File: config.mk
export PLATFORM = sky130hd
export DESIGN_NAME = frame_renderer_flat
export DESIGN_NICKNAME = d
export VERILOG_FILES = /design/src/rtl/frame_renderer_if.sv /design/src/rtl/frame_renderer.sv /design/src/flat_wrapper.sv
export SDC_FILE = /design/constraint.sdc
export NUM_CORES = 1
export LEC_CHECK = 0
export BUFFER_PORTS_ARGS = -buffer_cell sky130_fd_sc_hd__buf_4
export CAP_MARGIN = 20
export CELL_PAD_IN_SITES_DETAIL_PLACEMENT = 0
export CELL_PAD_IN_SITES_GLOBAL_PLACEMENT = 2
export CORE_UTILIZATION = 25
export CTS_CLUSTER_SIZE = 24
export DETAILED_ROUTE_END_ITERATION = 7
export GPL_TIMING_DRIVEN = 0
export PLACE_DENSITY_LB_ADDON = 0.3
export SLEW_MARGIN = 30
export SYNTH_ARGS = -nofsm -noshare
export SYNTH_HDL_FRONTEND = slang
export SYNTH_SLANG_ARGS = --single-unit
File: constraint.sdc
create_clock -name clk -period 4.5 [get_ports clk]
set_input_delay 0.9 -clock clk [delete_from_list [all_inputs] [get_ports clk]]
set_output_delay 0.9 -clock clk [all_outputs]
set_load 0.01 [all_outputs]
File: src/rtl/frame_renderer_if.sv
// Handshake and pixel bus between the game controller and the frame renderer.
// The controller owns the master side; the renderer owns the slave side.
interface frame_renderer_if;
  logic       start;
  logic [6:0] bird_y;
  logic [7:0] wall_x;
  logic [6:0] gap_y;
  logic [7:0] x_out;
  logic [6:0] y_out;
  logic [2:0] colour_out;
  logic       plot;
  logic       busy;
  logic       done;

  modport master (
    output start, bird_y, wall_x, gap_y,
    input  x_out, y_out, colour_out, plot, busy, done
  );

  modport slave (
    input  start, bird_y, wall_x, gap_y,
    output x_out, y_out, colour_out, plot, busy, done
  );
endinterface

File: src/rtl/frame_renderer.sv
// Frame renderer: erases the bird and wall at their previous positions, then
// redraws them at the new positions, one pixel per clock toward vga_adapter.
//
// state        | meaning
// -------------+--------------------------------------------------------------
// S_IDLE       | waiting for start; latches the new positions when it arrives
// S_ERASE_BIRD | scanning the previous bird square in background colour
// S_ERASE_WALL | scanning the previous wall column in background colour
// S_DRAW_WALL  | scanning the new wall column, gap rows suppressed
// S_DRAW_BIRD  | scanning the new bird square
// S_DONE       | one-cycle done pulse; new positions become the previous ones
module frame_renderer #(
  parameter int         SCREEN_W    = 160,
  parameter int         SCREEN_H    = 120,
  parameter int         BIRD_X      = 20,
  parameter int         BIRD_SIZE   = 4,
  parameter int         WALL_W      = 8,
  parameter int         GAP_H       = 40,
  parameter logic [2:0] BG_COLOUR   = 3'b000,
  parameter logic [2:0] BIRD_COLOUR = 3'b110,
  parameter logic [2:0] WALL_COLOUR = 3'b010
) (
  input  logic            clk,
  input  logic            resetn,
  frame_renderer_if.slave bus
);

  typedef enum logic [2:0] {
    S_IDLE,
    S_ERASE_BIRD,
    S_ERASE_WALL,
    S_DRAW_WALL,
    S_DRAW_BIRD,
    S_DONE
  } state_t;

  localparam logic [6:0] BIRD_LAST   = 7'(BIRD_SIZE - 1);
  localparam logic [6:0] WALL_X_LAST = 7'(WALL_W - 1);
  localparam logic [6:0] WALL_Y_LAST = 7'(SCREEN_H - 1);
  localparam logic [8:0] BIRD_X9     = 9'(BIRD_X);
  localparam logic [8:0] SCREEN_W9   = 9'(SCREEN_W);
  localparam logic [8:0] SCREEN_H9   = 9'(SCREEN_H);
  localparam logic [8:0] GAP_H9      = 9'(GAP_H);

  state_t     state, state_nxt, state_follow;
  logic [6:0] cx, cy, cx_nxt, cy_nxt;
  logic [6:0] last_w, last_h;

  logic       take_start;
  logic [6:0] new_bird_y, new_gap_y, new_bird_y_nxt, new_gap_y_nxt;
  logic [7:0] new_wall_x, new_wall_x_nxt;
  logic [6:0] prev_bird_y, prev_gap_y;
  logic [7:0] prev_wall_x;
  logic       prev_valid;

  logic       erase;
  logic [6:0] src_bird_y, src_gap_y;
  logic [7:0] src_wall_x;
  logic       pixel_state, in_gap, pix_plot;
  logic [8:0] pix_x9, pix_y9, gap_lo9;
  logic [2:0] pix_col;

  logic [7:0] x_q;
  logic [6:0] y_q;
  logic [2:0] col_q;
  logic       plot_q, busy_q, done_q;

  // The new-position registers are loaded in the same edge that leaves IDLE,
  // so the first drawn pixel must see the bus values rather than the registers.
  assign take_start     = (state == S_IDLE) && bus.start;
  assign new_bird_y_nxt = take_start ? bus.bird_y : new_bird_y;
  assign new_wall_x_nxt = take_start ? bus.wall_x : new_wall_x;
  assign new_gap_y_nxt  = take_start ? bus.gap_y  : new_gap_y;

  // State register and scan counters.
  always_ff @(posedge clk or negedge resetn) begin
    if (!resetn) begin
      state <= S_IDLE;
      cx    <= '0;
      cy    <= '0;
    end else begin
      state <= state_nxt;
      cx    <= cx_nxt;
      cy    <= cy_nxt;
    end
  end

  // Successor of each pixel state once its last pixel has been emitted.
  always_comb begin
    state_follow = S_IDLE;
    case (state)
      S_ERASE_BIRD: state_follow = S_ERASE_WALL;
      S_ERASE_WALL: state_follow = S_DRAW_WALL;
      S_DRAW_WALL:  state_follow = S_DRAW_BIRD;
      S_DRAW_BIRD:  state_follow = S_DONE;
      default:      state_follow = S_IDLE;
    endcase
  end

  // Next-state logic and raster scan: cx is the inner counter, cy the outer.
  always_comb begin
    state_nxt = state;
    cx_nxt    = cx;
    cy_nxt    = cy;
    last_w    = '0;
    last_h    = '0;
    case (state)
      S_ERASE_BIRD, S_DRAW_BIRD: begin
        last_w = BIRD_LAST;
        last_h = BIRD_LAST;
      end
      S_ERASE_WALL, S_DRAW_WALL: begin
        last_w = WALL_X_LAST;
        last_h = WALL_Y_LAST;
      end
      default: ;
    endcase
    case (state)
      S_IDLE: begin
        if (bus.start) begin
          state_nxt = prev_valid ? S_ERASE_BIRD : S_DRAW_WALL;
          cx_nxt    = '0;
          cy_nxt    = '0;
        end
      end
      S_DONE: state_nxt = S_IDLE;
      default: begin
        if (cx == last_w) begin
          cx_nxt = '0;
          if (cy == last_h) begin
            cy_nxt    = '0;
            state_nxt = state_follow;
          end else begin
            cy_nxt = cy + 7'd1;
          end
        end else begin
          cx_nxt = cx + 7'd1;
        end
      end
    endcase
  end

  assign erase      = (state_nxt == S_ERASE_BIRD) || (state_nxt == S_ERASE_WALL);
  assign src_bird_y = erase ? prev_bird_y : new_bird_y_nxt;
  assign src_wall_x = erase ? prev_wall_x : new_wall_x_nxt;
  assign src_gap_y  = erase ? prev_gap_y  : new_gap_y_nxt;

  // Pixel that the output registers will present in the next cycle.
  always_comb begin
    pixel_state = 1'b0;
    in_gap      = 1'b0;
    pix_x9      = '0;
    pix_y9      = '0;
    gap_lo9     = '0;
    pix_col     = BG_COLOUR;
    case (state_nxt)
      S_ERASE_BIRD, S_DRAW_BIRD: begin
        pixel_state = 1'b1;
        pix_x9      = BIRD_X9 + {2'b00, cx_nxt};
        pix_y9      = {2'b00, src_bird_y} + {2'b00, cy_nxt};
        pix_col     = erase ? BG_COLOUR : BIRD_COLOUR;
      end
      S_ERASE_WALL, S_DRAW_WALL: begin
        pixel_state = 1'b1;
        pix_x9      = {1'b0, src_wall_x} + {2'b00, cx_nxt};
        pix_y9      = {2'b00, cy_nxt};
        gap_lo9     = {2'b00, src_gap_y};
        in_gap      = (pix_y9 >= gap_lo9) && (pix_y9 < gap_lo9 + GAP_H9);
        pix_col     = erase ? BG_COLOUR : WALL_COLOUR;
      end
      default: ;
    endcase
    pix_plot = pixel_state && !in_gap && (pix_x9 < SCREEN_W9) && (pix_y9 < SCREEN_H9);
  end

  // Output registers; coordinates and colour hold outside the pixel states.
  always_ff @(posedge clk or negedge resetn) begin
    if (!resetn) begin
      x_q    <= '0;
      y_q    <= '0;
      col_q  <= '0;
      plot_q <= 1'b0;
      busy_q <= 1'b0;
      done_q <= 1'b0;
    end else begin
      plot_q <= pix_plot;
      busy_q <= pixel_state;
      done_q <= (state_nxt == S_DONE);
      if (pixel_state) begin
        x_q   <= pix_x9[7:0];
        y_q   <= pix_y9[6:0];
        col_q <= pix_col;
      end
    end
  end

  // Position bookkeeping: new_* captured on start, promoted to prev_* in DONE.
  always_ff @(posedge clk or negedge resetn) begin
    if (!resetn) begin
      new_bird_y  <= '0;
      new_wall_x  <= '0;
      new_gap_y   <= '0;
      prev_bird_y <= '0;
      prev_wall_x <= '0;
      prev_gap_y  <= '0;
      prev_valid  <= 1'b0;
    end else begin
      new_bird_y <= new_bird_y_nxt;
      new_wall_x <= new_wall_x_nxt;
      new_gap_y  <= new_gap_y_nxt;
      if (state == S_DONE) begin
        prev_bird_y <= new_bird_y;
        prev_wall_x <= new_wall_x;
        prev_gap_y  <= new_gap_y;
        prev_valid  <= 1'b1;
      end
    end
  end

  assign bus.x_out      = x_q;
  assign bus.y_out      = y_q;
  assign bus.colour_out = col_q;
  assign bus.plot       = plot_q;
  assign bus.busy       = busy_q;
  assign bus.done       = done_q;

endmodule
File: src/flat_wrapper.sv
// flat-port wrapper written by rule: the top's interface ports become plain ports
module frame_renderer_flat 
#(
  parameter int         SCREEN_W    = 160,
  parameter int         SCREEN_H    = 120,
  parameter int         BIRD_X      = 20,
  parameter int         BIRD_SIZE   = 4,
  parameter int         WALL_W      = 8,
  parameter int         GAP_H       = 40,
  parameter logic [2:0] BG_COLOUR   = 3'b000,
  parameter logic [2:0] BIRD_COLOUR = 3'b110,
  parameter logic [2:0] WALL_COLOUR = 3'b010
)
  (clk, resetn, bus_start, bus_bird_y, bus_wall_x, bus_gap_y, bus_x_out, bus_y_out, bus_colour_out, bus_plot, bus_busy, bus_done);
  frame_renderer_if bus_i ();
  input  logic clk;
  input  logic resetn;
  input wire logic [$bits(bus_i.start)-1:0] bus_start;
  input wire logic [$bits(bus_i.bird_y)-1:0] bus_bird_y;
  input wire logic [$bits(bus_i.wall_x)-1:0] bus_wall_x;
  input wire logic [$bits(bus_i.gap_y)-1:0] bus_gap_y;
  output wire logic [$bits(bus_i.x_out)-1:0] bus_x_out;
  output wire logic [$bits(bus_i.y_out)-1:0] bus_y_out;
  output wire logic [$bits(bus_i.colour_out)-1:0] bus_colour_out;
  output wire logic [$bits(bus_i.plot)-1:0] bus_plot;
  output wire logic [$bits(bus_i.busy)-1:0] bus_busy;
  output wire logic [$bits(bus_i.done)-1:0] bus_done;
  assign bus_i.start = bus_start;
  assign bus_i.bird_y = bus_bird_y;
  assign bus_i.wall_x = bus_wall_x;
  assign bus_i.gap_y = bus_gap_y;
  assign bus_x_out = bus_i.x_out;
  assign bus_y_out = bus_i.y_out;
  assign bus_colour_out = bus_i.colour_out;
  assign bus_plot = bus_i.plot;
  assign bus_busy = bus_i.busy;
  assign bus_done = bus_i.done;
  frame_renderer #(.SCREEN_W(SCREEN_W), .SCREEN_H(SCREEN_H), .BIRD_X(BIRD_X), .BIRD_SIZE(BIRD_SIZE), .WALL_W(WALL_W), .GAP_H(GAP_H), .BG_COLOUR(BG_COLOUR), .BIRD_COLOUR(BIRD_COLOUR), .WALL_COLOUR(WALL_COLOUR)) u_core (.clk(clk), .resetn(resetn), .bus(bus_i));
endmodule
Yosys cells after proc, flatten, opt, wreduce, memory -nomap -nowiden:

Cells that the tools add are included.

* register bits: 83
* bits of input ports: 25
* output and inout port bits: 21
* word-level logic and storage cells: 79

* $add $sub $neg: 6
* $lt $le $gt $ge: 4
* equality and inequality tests: 12
* multiplexer cells: 28
* reduce and logical (&&, ||, !) cells: 13

Operator list (count)
* 7-bit 2-to-1 mux: 9
* 7-bit one-hot mux with 2 select lines: 3
* 9-bit one-hot mux with 2 select lines: 2
* 3-bit one-hot mux with 2 select lines: 3
* 8-bit 2-to-1 mux: 2
* 7-bit by 1-bit adder with 7-bit output (second input constant): 2
* 3-bit by 2-bit equality test with 1-bit output (second input constant): 4
* 3-bit equality test (second input constant): 4
* 3-bit 2-to-1 mux: 4
* 3-bit one-hot mux with 4 select lines: 1
* 8-bit by 7-bit adder with 9-bit output: 1
* 7-bit by 9-bit less-than comparator with 1-bit output: 1
* 9-bit by 7-bit less-than comparator with 1-bit output (second input constant): 1
* 9-bit by 8-bit less-than comparator with 1-bit output (second input constant): 1
* 5-bit by 7-bit adder with 8-bit output (first input constant): 1
* 7-bit by 6-bit adder with 8-bit output (second input constant): 1
* 7-bit by 7-bit adder with 8-bit output: 1
* 2-bit OR reduction: 4
* 7-bit by 3-bit equality test with 1-bit output: 1
* 7-bit equality test: 1
* 7-bit >= comparator: 1
* 3-bit by 1-bit equality test with 1-bit output (second input constant): 2
* 1-bit logical AND: 5
* 2-bit 2-to-1 mux: 2
* other kinds (5): 6

Longest topological paths before layout:

* word-level depth: 18
* mapped depth: 18
* gate-level depth less buffers: 16

Least setup slack after synthesis:

OpenSTA, ideal clock, no wires.

* path type: input port to flip-flop
* start point: input port bus_start
* end point: register u_core.plot_q (netlist: u_core.bus.plot)
* setup time: 0.067 ns
* arrival time: 4.601 ns
* data required time: 4.433 ns
* setup slack: -0.169 ns
* stages on the path: 15
* path buffers: 2
* cells stage by stage: nor4b_2 -> clkbuf_1 -> buf_1 -> mux2_2 -> mux2_2 -> ha_1 -> fa_1 -> a21o_1 -> a21oi_1 -> nor2b_1 -> o21ai_0 -> nand2b_1 -> xor2_1 -> a221oi_1 -> o221a_1

* elaborated cells on any way between the ends: 38
* those cells by class: add/sub (4); order compare (4); eq/ne (4); mux (16); reduce/logical (10)

RTL lines
* start: declaration: RTL line flat_wrapper.sv:18 `input wire logic [$bits(bus_i.start)-1:0] bus_start;`
* 1-bit logical AND: RTL line frame_renderer.sv:70 `assign take_start = (state == S_IDLE) && bus.start;`
* 8-bit 2-to-1 mux: RTL line frame_renderer.sv:72 `assign new_wall_x_nxt = take_start ? bus.wall_x : new_wall_x;`
* via u_core.new_wall_x_nxt[0]: RTL line frame_renderer.sv:51 `logic [7:0] new_wall_x, new_wall_x_nxt;`
* 8-bit 2-to-1 mux: RTL line frame_renderer.sv:145 `assign src_wall_x = erase ? prev_wall_x : new_wall_x_nxt;`
* 8-bit by 7-bit adder with 9-bit output: RTL line frame_renderer.sv:165 `pix_x9 = {1'b0, src_wall_x} + {2'b00, cx_nxt};`
* 9-bit one-hot mux with 2 select lines: RTL line frame_renderer.sv:156 `case (state_nxt)`
* 9-bit by 8-bit less-than comparator with 1-bit output: RTL line frame_renderer.sv:173 `pix_plot = pixel_state && !in_gap && (pix_x9 < SCREEN_W9) && (pix_y9 < SCREEN_H9);`
* 1-bit logical AND (2 in series): RTL line frame_renderer.sv:173
* via u_core.pix_plot: RTL line frame_renderer.sv:59 `logic pixel_state, in_gap, pix_plot;`
* end signal: assignment: RTL line frame_renderer.sv:186 `plot_q <= pix_plot;`
* end: declaration: RTL line frame_renderer.sv:66 `logic plot_q, busy_q, done_q;`

The timed path passes the listed nets, and every way through them passes these cells.
A chain may end at the register's enable or synchronous reset.

Worst setup path after layout:

* start point: register u_core.state[0]
* end point: register u_core.plot_q (netlist: u_core.bus.plot)

* word-level cells in the longest chain between the ends: 18
* elaborated cells on any way between the ends: 54
* those cells by class: add/sub (4); order compare (4); eq/ne (11); mux (22); reduce/logical (13)

RTL lines
* start: declaration: RTL line frame_renderer.sv:45 `state_t state, state_nxt, state_follow;`
* start signal: assignment: RTL line frame_renderer.sv:82 `state <= state_nxt;`
* 3-bit by 2-bit equality test with 1-bit output (tied with other cells): RTL line frame_renderer.sv:91, frame_renderer.sv:107
* 2-bit OR reduction: RTL line frame_renderer.sv:107 `case (state)`
* 7-bit one-hot mux with 2 select lines: RTL line frame_renderer.sv:107
* 7-bit equality test: RTL line frame_renderer.sv:130 `if (cy == last_h) begin`
* 3-bit 2-to-1 mux: RTL line frame_renderer.sv:130
* 3-bit 2-to-1 mux: RTL line frame_renderer.sv:128 `if (cx == last_w) begin`
* 3-bit one-hot mux with 2 select lines: RTL line frame_renderer.sv:118 `case (state)`
* 3-bit by 1-bit equality test with 1-bit output or 3-bit by 2-bit equality test with 1-bit output (tied branches): RTL line frame_renderer.sv:143, frame_renderer.sv:156
* (+2 left out)
* 7-bit by 6-bit adder with 8-bit output: RTL line frame_renderer.sv:168 `in_gap = (pix_y9 >= gap_lo9) && (pix_y9 < gap_lo9 + GAP_H9);`
* 7-bit by 9-bit less-than comparator with 1-bit output: RTL line frame_renderer.sv:168
* 1-bit logical AND: RTL line frame_renderer.sv:168
* 1-bit 2-to-1 mux: RTL line frame_renderer.sv:156
* 1-bit zero test: RTL line frame_renderer.sv:173
* 1-bit logical AND (2 in series): RTL line frame_renderer.sv:173
* 1-bit logical AND (*): RTL line frame_renderer.sv:173
* via u_core.pix_plot: RTL line frame_renderer.sv:59

The timed path passes the listed nets; every way through them passes the cells marked *.

==> run metrics <==
CTS hold repair buffers 0; Post-DRT Antenna Nets 0; IO Port Bufs 44; post-synth cell types 67; register area share after synthesis 42.1%; clk buf depth 2; Worst Reg-to-Reg Cells 17; final total power 2.10 mW; CTS tree built; worst hold endpoint u_core.bus.colour_out[2]; Top-Level Pins 46; startpoint types register; final hold vios 0; Worst-path clk slew 0.07 ns; Vias per Instance 4.70; P per Cell Area 348 nW/um^2; Top FF cell, synth dfrtp_1; hold_ws 0.482 ns; reg-to-reg critical path endpoint u_core.bus.plot; Die X 142 um; placed insts 751; most used cell along the critical path a21o_1; Post-synth EDFFs 0; Final #Nets 569; Async S/R FF share, synth 100%; FF-to-FF setup slack 0.01 ns; CTS sink count 82; Tmin final 4.49 ns; share of cells above drive strength 1 33.4%; maximum fanout along the worst path 6; initial antenna violation count 0; CTS H-tree lvls 3; row count 50; commonest non-fill, non-tap cell in the layout dfrtp_1; gr usage total 13.9%; setup tns final 0 ns; GP Congestion 0.802; CP Capture Type register; Finished Layout Cells 778; Hold Crit Class reg2reg; status finished, final reports clean; Mapped Cells 447; mapped cell area 4870 um^2; largest net degree at the start of global routing 83; Layout fillers 1994; YS warnings 0; area grow syn2layout 24.1%; NetSw 0.620 mW; Flop pwr share 42.2%; worst skew pair latency 0.35 ns; crit-path max cell delay 0.45 ns; CP max-delay cell dfrtp_2; RSZ-0062 raised after global routing yes; most frequent cells in the layout 80 x dfrtp_1, 58 x buf_4, 54 x mux2_2, 27 x ha_1, 25 x nor2_1; total leakage power 2.79 nW; critical-path cell list or3_4 -> a211o_1 -> a2111o_1 -> o221ai_4 -> buf_8 -> buf_12 -> mux2_4 -> ha_4 -> fa_2 -> a21o_1 -> a21oi_2 -> o21bai_1 -> a21oi_1 -> xnor2_1 -> a32oi_1 -> a21o_1 -> o221a_1; core footprint 18900 um^2; Clock Power Share 36.1%; drt drc 0; max cap viols 0; first-pass GRT wire length 20800 um; router iterations before antenna repair 4; Slew @ Worst Pin 0.808 ns; Net Count, Synth 503; Remaining Overflow, GRT 0; Initial Utilization 25.8%; detailed placement HPWL 9630 um; Peak supply drop 0.188 mV; R2R Path Start u_core.state[0]; Int Power 1.48 mW; Synth area leader dfrtp_1; Yosys reg bits 82; root buf cell clkbuf_16; critical path arrival 4.70 ns; Final Max Slew Viols 0; Core Util, Final 32.0%; Final Cycle Share 99.8%; die area 20000 um^2; Synth area leaders dfrtp_1 42%, mux2_2 13%, ha_1 7.4%; CTS Buf Count 9; vias in the first global route 3744; hold path start u_core.bus.colour_out[2]; final clock skew 0.00957 ns; WL/cell 16.9 um; Comb power frac 21.7%; area fraction of the dominant cell type after synthesis 42.1%; Avg Inst Size Synth 10.9 um^2; Slew HR 46.2%; Die H 142 um; hold path cells 1; crit path kind reg2reg; Sw Ratio 29.5%; maximum achievable frequency 0.223 GHz; CP Data Required Time 4.71 ns; final setup violation count 0; final wirelength 13200 um; number of DRC markers in iteration 0 186; DR vias 3660; n_diodes 0
-- power by group through the flow --
stage	registers, mW	logic, mW	clock network, mW
floorplan	0.893	0.271	0
global placement	0.899	0.437	0
detailed placement	0.900	0.440	0
CTS	0.887	0.457	0.784
global route	0.901	0.513	0.817
finish	0.887	0.456	0.759
-- worst max-delay path: cells and delay by family, from the launching register on --
family          cells  cell delay [ns]
buf+inv             2             0.27
compound gates     10             2.20
flops               1             0.45
simple gates        1             0.43
mux                 1             0.31
fa+ha+maj           2             0.51
xor+xnor            1             0.17
-- registers in the layout, indices dropped and copies added (netlist names) --
register               count
u_core.bus.x_out           8
u_core.new_wall_x          8
u_core.prev_wall_x         8
u_core.bus.y_out           7
u_core.cx                  7
u_core.cy                  7
u_core.new_bird_y          7
u_core.new_gap_y           7
u_core.prev_bird_y         7
u_core.prev_gap_y          7
u_core.state               3
u_core.bus.colour_out      2
u_core.bus.busy            1
u_core.bus.done            1
u_core.bus.plot            1
u_core.prev_valid          1
-- through the flow --
step / area [um^2] / worst slack [ns]
after global routing: 6040 / -0.0938
final: 6040 / 0.0106
after detailed placement: 5550 / -1.22
after global placement: 5550 / -1.19
after CTS: 5990 / 0.00519
after floorplan: 4890 / 0.0259
-- how the worst max path moves through the flow --
stage	start	endpoint	slack, ns	cells after the start
6_report	u_core.state[0]	u_core.bus.plot	0.01	17
5_1_grt	u_core.state[0]	u_core.bus.plot	-0.09	17
4_1_cts	u_core.state[0]	u_core.bus.plot	0.005	17
3_5_place_dp	bus_start	u_core.bus.plot	-1.22	16
3_3_place_gp	bus_start	u_core.bus.plot	-1.19	16
2_1_floorplan	u_core.state[1]	u_core.bus.plot	0.03	18
-- cell usage after synthesis (all sizes together) (5+ instances only) --
| library cell | instances |
|---|---|
| buf | 13 |
| nor2 | 26 |
| nand4 | 6 |
| ha | 29 |
| nand2 | 24 |
| mux2i | 10 |
| nand3 | 9 |
| nand2b | 7 |
| a211oi | 6 |
| a21oi | 20 |
| a21o | 12 |
| xor2 | 8 |
| nor2b | 7 |
| inv | 21 |
| a221o | 9 |
| clkbuf | 7 |
| o21ai | 18 |
| nor3 | 5 |
| dfrtp | 82 |
| and3 | 5 |
| mux2 | 57 |
| xnor2 | 13 |
-- per-layer routing --
layer	GRT usage [%]	routed length, um	up-vias
li1	-	-	1771
met2	22.0	6190	54
met3	2.36	343	10
met1	18.7	6450	1825
met5	0	0	-
met4	6.34	184	0
-- cell type report --
type	instances	area, um^2	share of cell area, %
Clock buffer	14	264	4.37
Sequential cell	82	2050	34.0
Timing Repair Buffer	57	435	7.20
Tap cell	260	325	5.38
Clock inverter	2	35.0	0.580
Inverter	21	78.8	1.30
Multi-Input combinational cell	324	2730	45.1
Buffer	18	124	2.05
-- logic make-up after synthesis --
family	after synthesis	synth area share [%]
AO/OA/AOI/OAI	101	15.6
XOR/XNOR	21	3.78
adder cells (fa/ha/maj)	31	8.27
buffers and inverters	41	3.78
flip-flops	82	42.1
multiplexers	67	15.2
other	1	0.0770
AND/OR/NAND/NOR	103	11.1
-- what timing repair did --
item / CTS / global route
resized for setup: 25 / 9
endpoints found under the setup margin: 8 / 1
pin swaps: 11 / 7
buffers inserted: 9 / 4
(Power assumes the default switching activity.)
